File: config.mk
export PLATFORM = sky130hd
export DESIGN_NAME = hovalaag_sequencer
export DESIGN_NICKNAME = d
export VERILOG_FILES = /design/src/rtl/hovalaag_sequencer.sv
export SDC_FILE = /design/constraint.sdc
export NUM_CORES = 1
export LEC_CHECK = 0
export BUFFER_PORTS_ARGS = -buffer_cell sky130_fd_sc_hd__buf_4
export CORE_MARGIN = 2
export CORE_UTILIZATION = 55
export CTS_BUF_LIST = sky130_fd_sc_hd__clkbuf_8
export CTS_CLUSTER_DIAMETER = 120
export DETAILED_ROUTE_END_ITERATION = 8
export GPL_ROUTABILITY_DRIVEN = 0
export PLACE_DENSITY = 0.82
export SYNTH_ARGS = -nofsm -noshare
export SYNTH_HDL_FRONTEND = slang
export SYNTH_SLANG_ARGS = --single-unit
File: constraint.sdc
create_clock -name clk -period 2.24 [get_ports clk]
set_input_delay 0.336 -clock clk [delete_from_list [all_inputs] [get_ports clk]]
set_output_delay 0.336 -clock clk [all_outputs]
set_load 0.02 [all_outputs]
File: src/rtl/hovalaag_sequencer.sv
// Serialises one instruction-step command onto the HovalaagWrapper addr/io_in bus
// and collects status, PC and OUT into a single response word.
module hovalaag_sequencer #(
    parameter int unsigned SKIP_OUT_READ = 1,
    parameter int unsigned COUNT_WIDTH   = 16
) (
    input  logic                   clk,
    input  logic                   reset,
    input  logic                   cmd_valid,
    output logic                   cmd_ready,
    input  logic [31:0]            cmd_instr,
    input  logic                   cmd_ld_in1,
    input  logic                   cmd_ld_in2,
    input  logic [11:0]            cmd_in1,
    input  logic [11:0]            cmd_in2,
    output logic [9:0]             hv_addr,
    output logic [5:0]             hv_wdata,
    input  logic [7:0]             hv_rdata,
    output logic                   rsp_valid,
    input  logic                   rsp_ready,
    output logic [3:0]             rsp_status,
    output logic [7:0]             rsp_pc,
    output logic [11:0]            rsp_out,
    output logic [COUNT_WIDTH-1:0] exec_count
);
    localparam int unsigned AW = 10;
    localparam int unsigned DW = 6;
    localparam int unsigned IW = 32;
    localparam int unsigned VW = 12;

    typedef enum logic [3:0] {
        IDLE, LD1L, LD1H, LD2L, LD2H, I0, I1, I2, I3, I4, EXEC, RDPC, RDOL, RDOH, RESP
    } state_t;

    state_t          state, next_state;
    state_t          bus_st;
    logic [IW-1:0]   instr_q;
    logic [VW-1:0]   in1_q;
    logic [VW-1:0]   in2_q;
    logic            ld_in2_q;
    logic [AW-1:0]   addr_c;
    logic [DW-1:0]   wdata_c;
    logic            accept;

    assign accept = cmd_valid && cmd_ready;

    // Next state plus the bus word the current state drives on the next cycle
    always_comb begin
        next_state = state;
        addr_c     = '0;
        wdata_c    = '0;
        case (state)
            IDLE: begin
                if (accept) begin
                    if (cmd_ld_in1)      next_state = LD1L;
                    else if (cmd_ld_in2) next_state = LD2L;
                    else                 next_state = I0;
                end
            end
            LD1L: begin next_state = LD1H; addr_c = AW'(1) << 6; wdata_c = in1_q[5:0];  end
            LD1H: begin
                next_state = ld_in2_q ? LD2L : I0;
                addr_c     = AW'(1) << 7;
                wdata_c    = in1_q[11:6];
            end
            LD2L: begin next_state = LD2H; addr_c = AW'(1) << 8; wdata_c = in2_q[5:0];  end
            LD2H: begin next_state = I0;   addr_c = AW'(1) << 9; wdata_c = in2_q[11:6]; end
            I0:   begin next_state = I1;   addr_c = AW'(1) << 0; wdata_c = instr_q[5:0];   end
            I1:   begin next_state = I2;   addr_c = AW'(1) << 1; wdata_c = instr_q[11:6];  end
            I2:   begin next_state = I3;   addr_c = AW'(1) << 2; wdata_c = instr_q[17:12]; end
            I3:   begin next_state = I4;   addr_c = AW'(1) << 3; wdata_c = instr_q[23:18]; end
            I4:   begin next_state = EXEC; addr_c = AW'(1) << 4; wdata_c = instr_q[29:24]; end
            EXEC: begin
                next_state = RDPC;
                addr_c     = AW'(1) << 5;
                wdata_c    = {4'b0000, instr_q[31:30]};
            end
            RDPC: begin
                // The EXEC cycle is on the bus now, so hv_rdata carries the status
                if ((SKIP_OUT_READ != 0) && (hv_rdata[3:2] == 2'b00)) next_state = RESP;
                else                                                  next_state = RDOL;
                addr_c = AW'(1) << 6;
            end
            RDOL: begin next_state = RDOH; addr_c = AW'(1) << 7; end
            RDOH: begin next_state = RESP; addr_c = AW'(1) << 8; end
            RESP: begin
                if (rsp_valid && rsp_ready) next_state = IDLE;
            end
            default: next_state = IDLE;
        endcase
    end

    // State, bus and response registers; bus_st names the cycle currently on the bus
    always_ff @(posedge clk) begin
        if (reset) begin
            state      <= IDLE;
            bus_st     <= IDLE;
            cmd_ready  <= 1'b0;
            hv_addr    <= '0;
            hv_wdata   <= '0;
            rsp_valid  <= 1'b0;
            rsp_status <= '0;
            rsp_pc     <= '0;
            rsp_out    <= '0;
            exec_count <= '0;
            instr_q    <= '0;
            in1_q      <= '0;
            in2_q      <= '0;
            ld_in2_q   <= 1'b0;
        end else begin
            state     <= next_state;
            bus_st    <= state;
            cmd_ready <= (next_state == IDLE);
            hv_addr   <= addr_c;
            hv_wdata  <= wdata_c;
            rsp_valid <= (state == RESP) && !(rsp_valid && rsp_ready);

            if (accept) begin
                instr_q  <= cmd_instr;
                in1_q    <= cmd_in1;
                in2_q    <= cmd_in2;
                ld_in2_q <= cmd_ld_in2;
                rsp_out  <= '0;
            end

            if (state == EXEC) exec_count <= exec_count + COUNT_WIDTH'(1);

            case (bus_st)
                EXEC:    rsp_status    <= hv_rdata[3:0];
                RDPC:    rsp_pc        <= hv_rdata;
                RDOL:    rsp_out[7:0]  <= hv_rdata;
                RDOH:    rsp_out[11:8] <= hv_rdata[3:0];
                default: ;
            endcase
        end
    end
endmodule

==> impl_metrics.tcl, run 1 <==
set metrics [dict create \
    die_x_um 99.93 \
    yosys.area.top_type "dfxtp_1" \
    worst_slack_ns 0.3267 \
    ios 128 \
    drive_above_1_share_pct 25.34 \
    placed_cells 813 \
    p_int_w 0.003851 \
    setup_violations 0 \
    numCtsBuffers 17 \
    fin_crit_ns 1.913 \
    synth-main-ff-cell "dfxtp_1" \
    cts_buffer_depth 2 \
    min_path_type "input pin to flip-flop" \
    ant_nets 0 \
    grt_max_degree 79 \
    grt_pass1_vias 4397 \
    hold_viol_final 0 \
    overflow 0 \
    skew_ns 0.007927 \
    tns_ns 0 \
    drtPass1Iterations 5 \
    crit_path_start_kind "flip-flop" \
    grt_antenna_before_repair 0 \
    path_max_fanout 17 \
    synth_area_per_cell_um2 8.311 \
    clk_latency_ns 0.44 \
    area_delta_synth_final_pct 28.13 \
    ys_top_cells_by_count "nand2_1 (158), dfxtp_1 (123), a21oi_1 (93)" \
    yosysWarnings 0 \
    start_util_pct 55.83 \
    wl_per_cell_um 15.06 \
    reg2reg_from "state[1]$_SDFF_PP0_" \
    syn_area_um2 5061 \
    rows 35 \
    power.density_nw_per_um2 841.4 \
    grtUsageTotal_pct 25.51 \
    post_cts_buffers 0 \
    ff2ff_setup_slack_ns 0.33 \
    crit_type "flip-flop to flip-flop" \
    root_buffer "clkbuf_8" \
    slew_viol_final 0 \
    comb_power_share_pct 18.4 \
    synthTopCellsByArea "dfxtp_1 (49%), nand2_1 (12%), a21oi_1 (9.2%), nand3_1 (2.5%), clkbuf_1 (2.2%)" \
    synthDistinctLibCells 60 \
    final_cells 845 \
    portBuffers 127 \
    switchingPower_w 0.001606 \
    fmax_mhz 522.7 \
    power_frac_seq_pct 45.1 \
    n_fill_cell 698 \
    drc 0 \
    core_um2 9065 \
    cts_tree "done" \
    synth.most_common_cell "nand2_1" \
    synth.yosys.seq_area_share_pct 48.65 \
    whs_endpoint "rsp_valid$_SDFF_PP0_" \
    switching_share_pct 29.43 \
    vias 4737 \
    cts_sinks 123 \
    diodes 0 \
    rsz0062_at_grt "no" \
    place_worst_setup_slack_ns 0.3932 \
    hp-start "rsp_ready" \
    worstMarginPinSlew_ns 0.7915 \
    synth_top_cell_area_share_pct 48.65 \
    die-area_um2 9985 \
    multi_input_area_um2 2400 \
    post-route-period-util_pct 85.42 \
    htreeDepth 4 \
    clkPwrFrac_pct 36.5 \
    worstReg2RegEnd "cmd_ready$_SDFF_PP0_" \
    hold_depth 2 \
    drtIter0Drc 265 \
    grt_pass1_wl_um 20160 \
    status "completed" \
    drt-total-wl_um 12730 \
    worstPathArrival_ns 2.22 \
    leakage_nw 2.450 \
    syn-num-nets 680 \
    ys_async_sr_fraction_pct 0 \
    final_nets 792 \
    r2r_cells 6 \
    critPathCaptureType "flip-flop" \
    ys_ff_latch 123 \
    synth_cells 609 \
    clk_pin_slew_ns 0.07 \
    seqCellArea_um2 2462 \
    required_ns 2.54 \
    crit_start "state[1]$_SDFF_PP0_" \
    routed_via_density 5.606 \
    post_cts_resized 0 \
    peakVddDrop_mv 0.4959 \
    maxCapViolations 0 \
    dp_hpwl_um 9044 \
    die_y_um 99.93 \
    synth_enable_flop_cells 0 \
    ctsHoldBuffers 0 \
    slew_headroom_pct 46.83 \
]
[layout by cell type (no fill, tap or decap), drive strengths merged, types with 4 or more instances in the layout]
master / n
a21oi: 93
a31oi: 4
buf: 138
clkbuf: 17
clkinv: 6
clkinvlp: 4
dfxtp: 123
inv: 6
mux2: 6
mux2i: 10
nand2: 158
nand2b: 9
nand3: 25
nand3b: 5
nor2: 22
nor2b: 11
nor3: 12
nor4: 6
o21ai: 5
or3: 4
xnor2: 5
xor2: 4
[flip-flops by register name, summed over array words and instances, names as in the netlist]
name        flops
cmd_ready       1
hv_wdata        6
state           4
in2_q          12
in1_q          12
rsp_pc          8
rsp_out        12
bus_st          4
instr_q        32
rsp_status      4
rsp_valid       1
ld_in2_q        1
hv_addr        10
exec_count     16
[critical path: stages, from the launching register on]
cell	delay [ns]
dfxtp_1	0.34
buf_4	0.20
buf_4	0.20
nor4_1	0.53
nand3b_1	0.16
o2111ai_1	0.26
nor4_1	0.09
[cell type report]
class / instances / area share (%)
sequential: 123 / 37.97
multi-input combinational: 437 / 37.01
timing repair buffer: 138 / 16.36
clock buffer: 17 / 3.608
clock inverter: 15 / 2.682
tap: 111 / 2.142
inverter: 4 / 0.2315
[worst max path at each step]
stage / to / slack [ns] / cells past startpoint
after global placement: cmd_ready$_SDFF_PP0_ / 0.55 / 6
after CTS: cmd_ready$_SDFF_PP0_ / 0.38 / 6
final: cmd_ready$_SDFF_PP0_ / 0.33 / 6
after detailed placement: cmd_ready$_SDFF_PP0_ / 0.39 / 6
after floorplan: exec_count[14]$_SDFFE_PP0P_ / 0.49 / 5
after global routing: state[2]$_SDFF_PP0_ / 0.21 / 6
[power by group through the flow]
| stage | clock, W | combinational [W] | sequential [W] |
|---|---|---|---|
| 4_1_cts | 0.00202 | 0.000997 | 0.00246 |
| 5_1_grt | 0.00211 | 0.00111 | 0.00247 |
| 2_1_floorplan | 0 | 0.000670 | 0.00249 |
| 3_5_place_dp | 0 | 0.000992 | 0.00251 |
| 3_3_place_gp | 0 | 0.000968 | 0.00250 |
| 6_report | 0.00199 | 0.00101 | 0.00246 |
[through the flow]
stage | power (W) | instance area [um^2] | hold WS, ns | utilization (%)
after floorplan | 0.003160 | 5061 | 0.4312 | -
after CTS | 0.005472 | 6485 | 0.1202 | 71.54
after global placement | 0.003465 | 6077 | 0.4420 | 67.04
after global routing | 0.005695 | 6485 | 0.1250 | 71.54
final | 0.005456 | 6485 | 0.1373 | 71.54
after detailed placement | 0.003497 | 6077 | 0.4489 | 67.04
[layer usage]
metal / GRT usage (%) / vias up / part of all wire (%)
met4: 12.43 / 0 / 3.2
met2: 43.40 / 184 / 50
met5: 0 / - / 0
met3: 5.501 / 41 / 5.9
met1: 30.71 / 2195 / 41
li1: - / 2317 / -
[kinds of logic (layout without fill, tap and decap cells)]
group           Yosys count  after routing  synth area share [%]
simple gates            280            280                 26.43
compound gates          128            128                 14.46
flops                   123            123                 48.65
buf+inv                  49            174                 4.005
mux                      19             19                 4.648
xor+xnor                  9              9                 1.557
fa+ha+maj                 1              1                0.2472
Power figures use the tool's default switching activity.
==> run 2: changes to the inputs <==
clock period = 2.1 ns   (was 2.24 ns; I/O delays follow)
==> impl_metrics.tcl, run 2 (synthesis gave the netlist of run 1 again) <==
set metrics [dict create \
    crit_path_start_kind "flip-flop" \
    wl_per_cell_um 15.08 \
    final_common_cell "nand2_1" \
    rsz0062_at_grt "no" \
    drtIter0Drc 333 \
    drive_above_1_share_pct 25.27 \
    hold_depth 2 \
    post_cts_buffers 0 \
    drt-total-wl_um 12770 \
    grt_pass1_vias 4439 \
    numCtsBuffers 17 \
    rows 35 \
    post-route-period-util_pct 89.75 \
    busiest_layer "met2" \
    slew_headroom_pct 60.67 \
    grt_use_met3_pct 6.198 \
    postLayoutCellArea_um2 6472 \
    ctsHoldBuffers 0 \
    ff2ff_setup_slack_ns 0.22 \
    min_path_type "input pin to flip-flop" \
    root_buffer "clkbuf_8" \
    grt_util_met1_pct 31.39 \
    drtPass1Iterations 5 \
    dp_hpwl_um 8856 \
    die-area_um2 9985 \
    peakVddDrop_mv 0.4860 \
    routed_via_density 5.529 \
    grt_max_degree 70 \
    utilization_pct 71.40 \
    portBuffers 127 \
    setup_violations 0 \
    top_regs "instr_q x32, exec_count x16" \
    dpl-instance-area_um2 6092 \
    worstMarginPinSlew_ns 0.5900 \
    power.density_nw_per_um2 876.9 \
    hold_viol_final 0 \
    diodes 0 \
    die_x_um 99.93 \
    grt_pass1_wl_um 20590 \
    crit_start "state[1]$_SDFF_PP0_" \
    crit_type "flip-flop to flip-flop" \
    maxCapViolations 0 \
    largest_reg_flops 32 \
    worstReg2RegEnd "state[2]$_SDFF_PP0_" \
    ios 128 \
    vias 4683 \
    die_y_um 99.93 \
    drc 0 \
    final_cell_mix "nand2_1 (157), buf_4 (138), dfxtp_1 (123), a21oi_1 (93), nand3_1 (25)" \
    leakage_nw 2.448 \
    cts_buffer_depth 2 \
    area_delta_synth_final_pct 27.89 \
    ant_nets 0 \
    hp-start "rsp_ready" \
    regMostFlops "instr_q" \
    reg2reg_from "state[1]$_SDFF_PP0_" \
    tns_ns 0 \
    overflow 0 \
    htreeDepth 4 \
    grtUsageTotal_pct 25.94 \
    whs_endpoint "rsp_valid$_SDFF_PP0_" \
    status "completed" \
    skew_ns 0.006317 \
    final_nets 794 \
    cts_sinks 123 \
    grt_use_met2_pct 44.80 \
    r2r_cells 6 \
    clk_pin_slew_ns 0.07 \
    holdWs_ns 0.1171 \
    worstPathArrival_ns 2.24 \
    clk_latency_ns 0.43 \
    grt_antenna_before_repair 0 \
    slew_viol_final 0 \
    required_ns 2.46 \
    n_fill_cell 717 \
    post_cts_resized 0 \
    core_um2 9065 \
    fin_crit_ns 1.885 \
    fmax_mhz 530.6 \
    start_util_pct 55.83 \
    critPathCaptureType "flip-flop" \
    cts_tree "done" \
    path_max_fanout 17 \
]
run 2: how the worst max path moves through the flow:
stage                                        endpoint  depth (start not counted)
after floorplan           exec_count[14]$_SDFFE_PP0P_                          5
after global placement           cmd_ready$_SDFF_PP0_                          6
after detailed placement         cmd_ready$_SDFF_PP0_                          6
after CTS                         state[2]$_SDFF_PP0_                          6
after global routing              state[2]$_SDFF_PP0_                          6
final                             state[2]$_SDFF_PP0_                          6
run 2: power breakdown:
part           switching (W)  total (W)  internal, W
clock network       0.000913    0.00198      0.00106
logic               0.000637    0.00107     0.000438
registers           0.000116    0.00262      0.00251
total                0.00167    0.00568      0.00401
run 2: per-layer routing:
metal  part of all wire (%)  wire, um
met5                      0         0
met3                    6.2       795
met1                     41      5269
met4                    2.4       301
met2                     50      6404
run 2: area by class of cell:
class	instances	area [um^2]	area share, %
Multi-Input combinational cell	437	2400	37.08
Inverter	4	15.01	0.2320
Timing Repair Buffer	140	1076	16.62
Clock buffer	18	247.7	3.828
Tap cell	111	138.9	2.146
Clock inverter	14	132.6	2.049
Sequential cell	123	2462	38.04
run 2: critical path, stage by stage, from the launching register on:
cell,delay (ns)
dfxtp_1,0.33
buf_4,0.19
buf_4,0.20
nor4_1,0.51
nand3b_1,0.15
o2111ai_1,0.25
nor2b_1,0.17
run 2: per-stage QoR:
step | setup WS, ns | instances | total power [W]
after floorplan | 0.3510 | 609 | 0.003371
after global routing | 0.03510 | 847 | 0.005935
final | 0.2152 | 847 | 0.005676
after detailed placement | 0.2778 | 815 | 0.003735
after global placement | 0.4052 | 815 | 0.003702
after CTS | 0.2411 | 847 | 0.005695
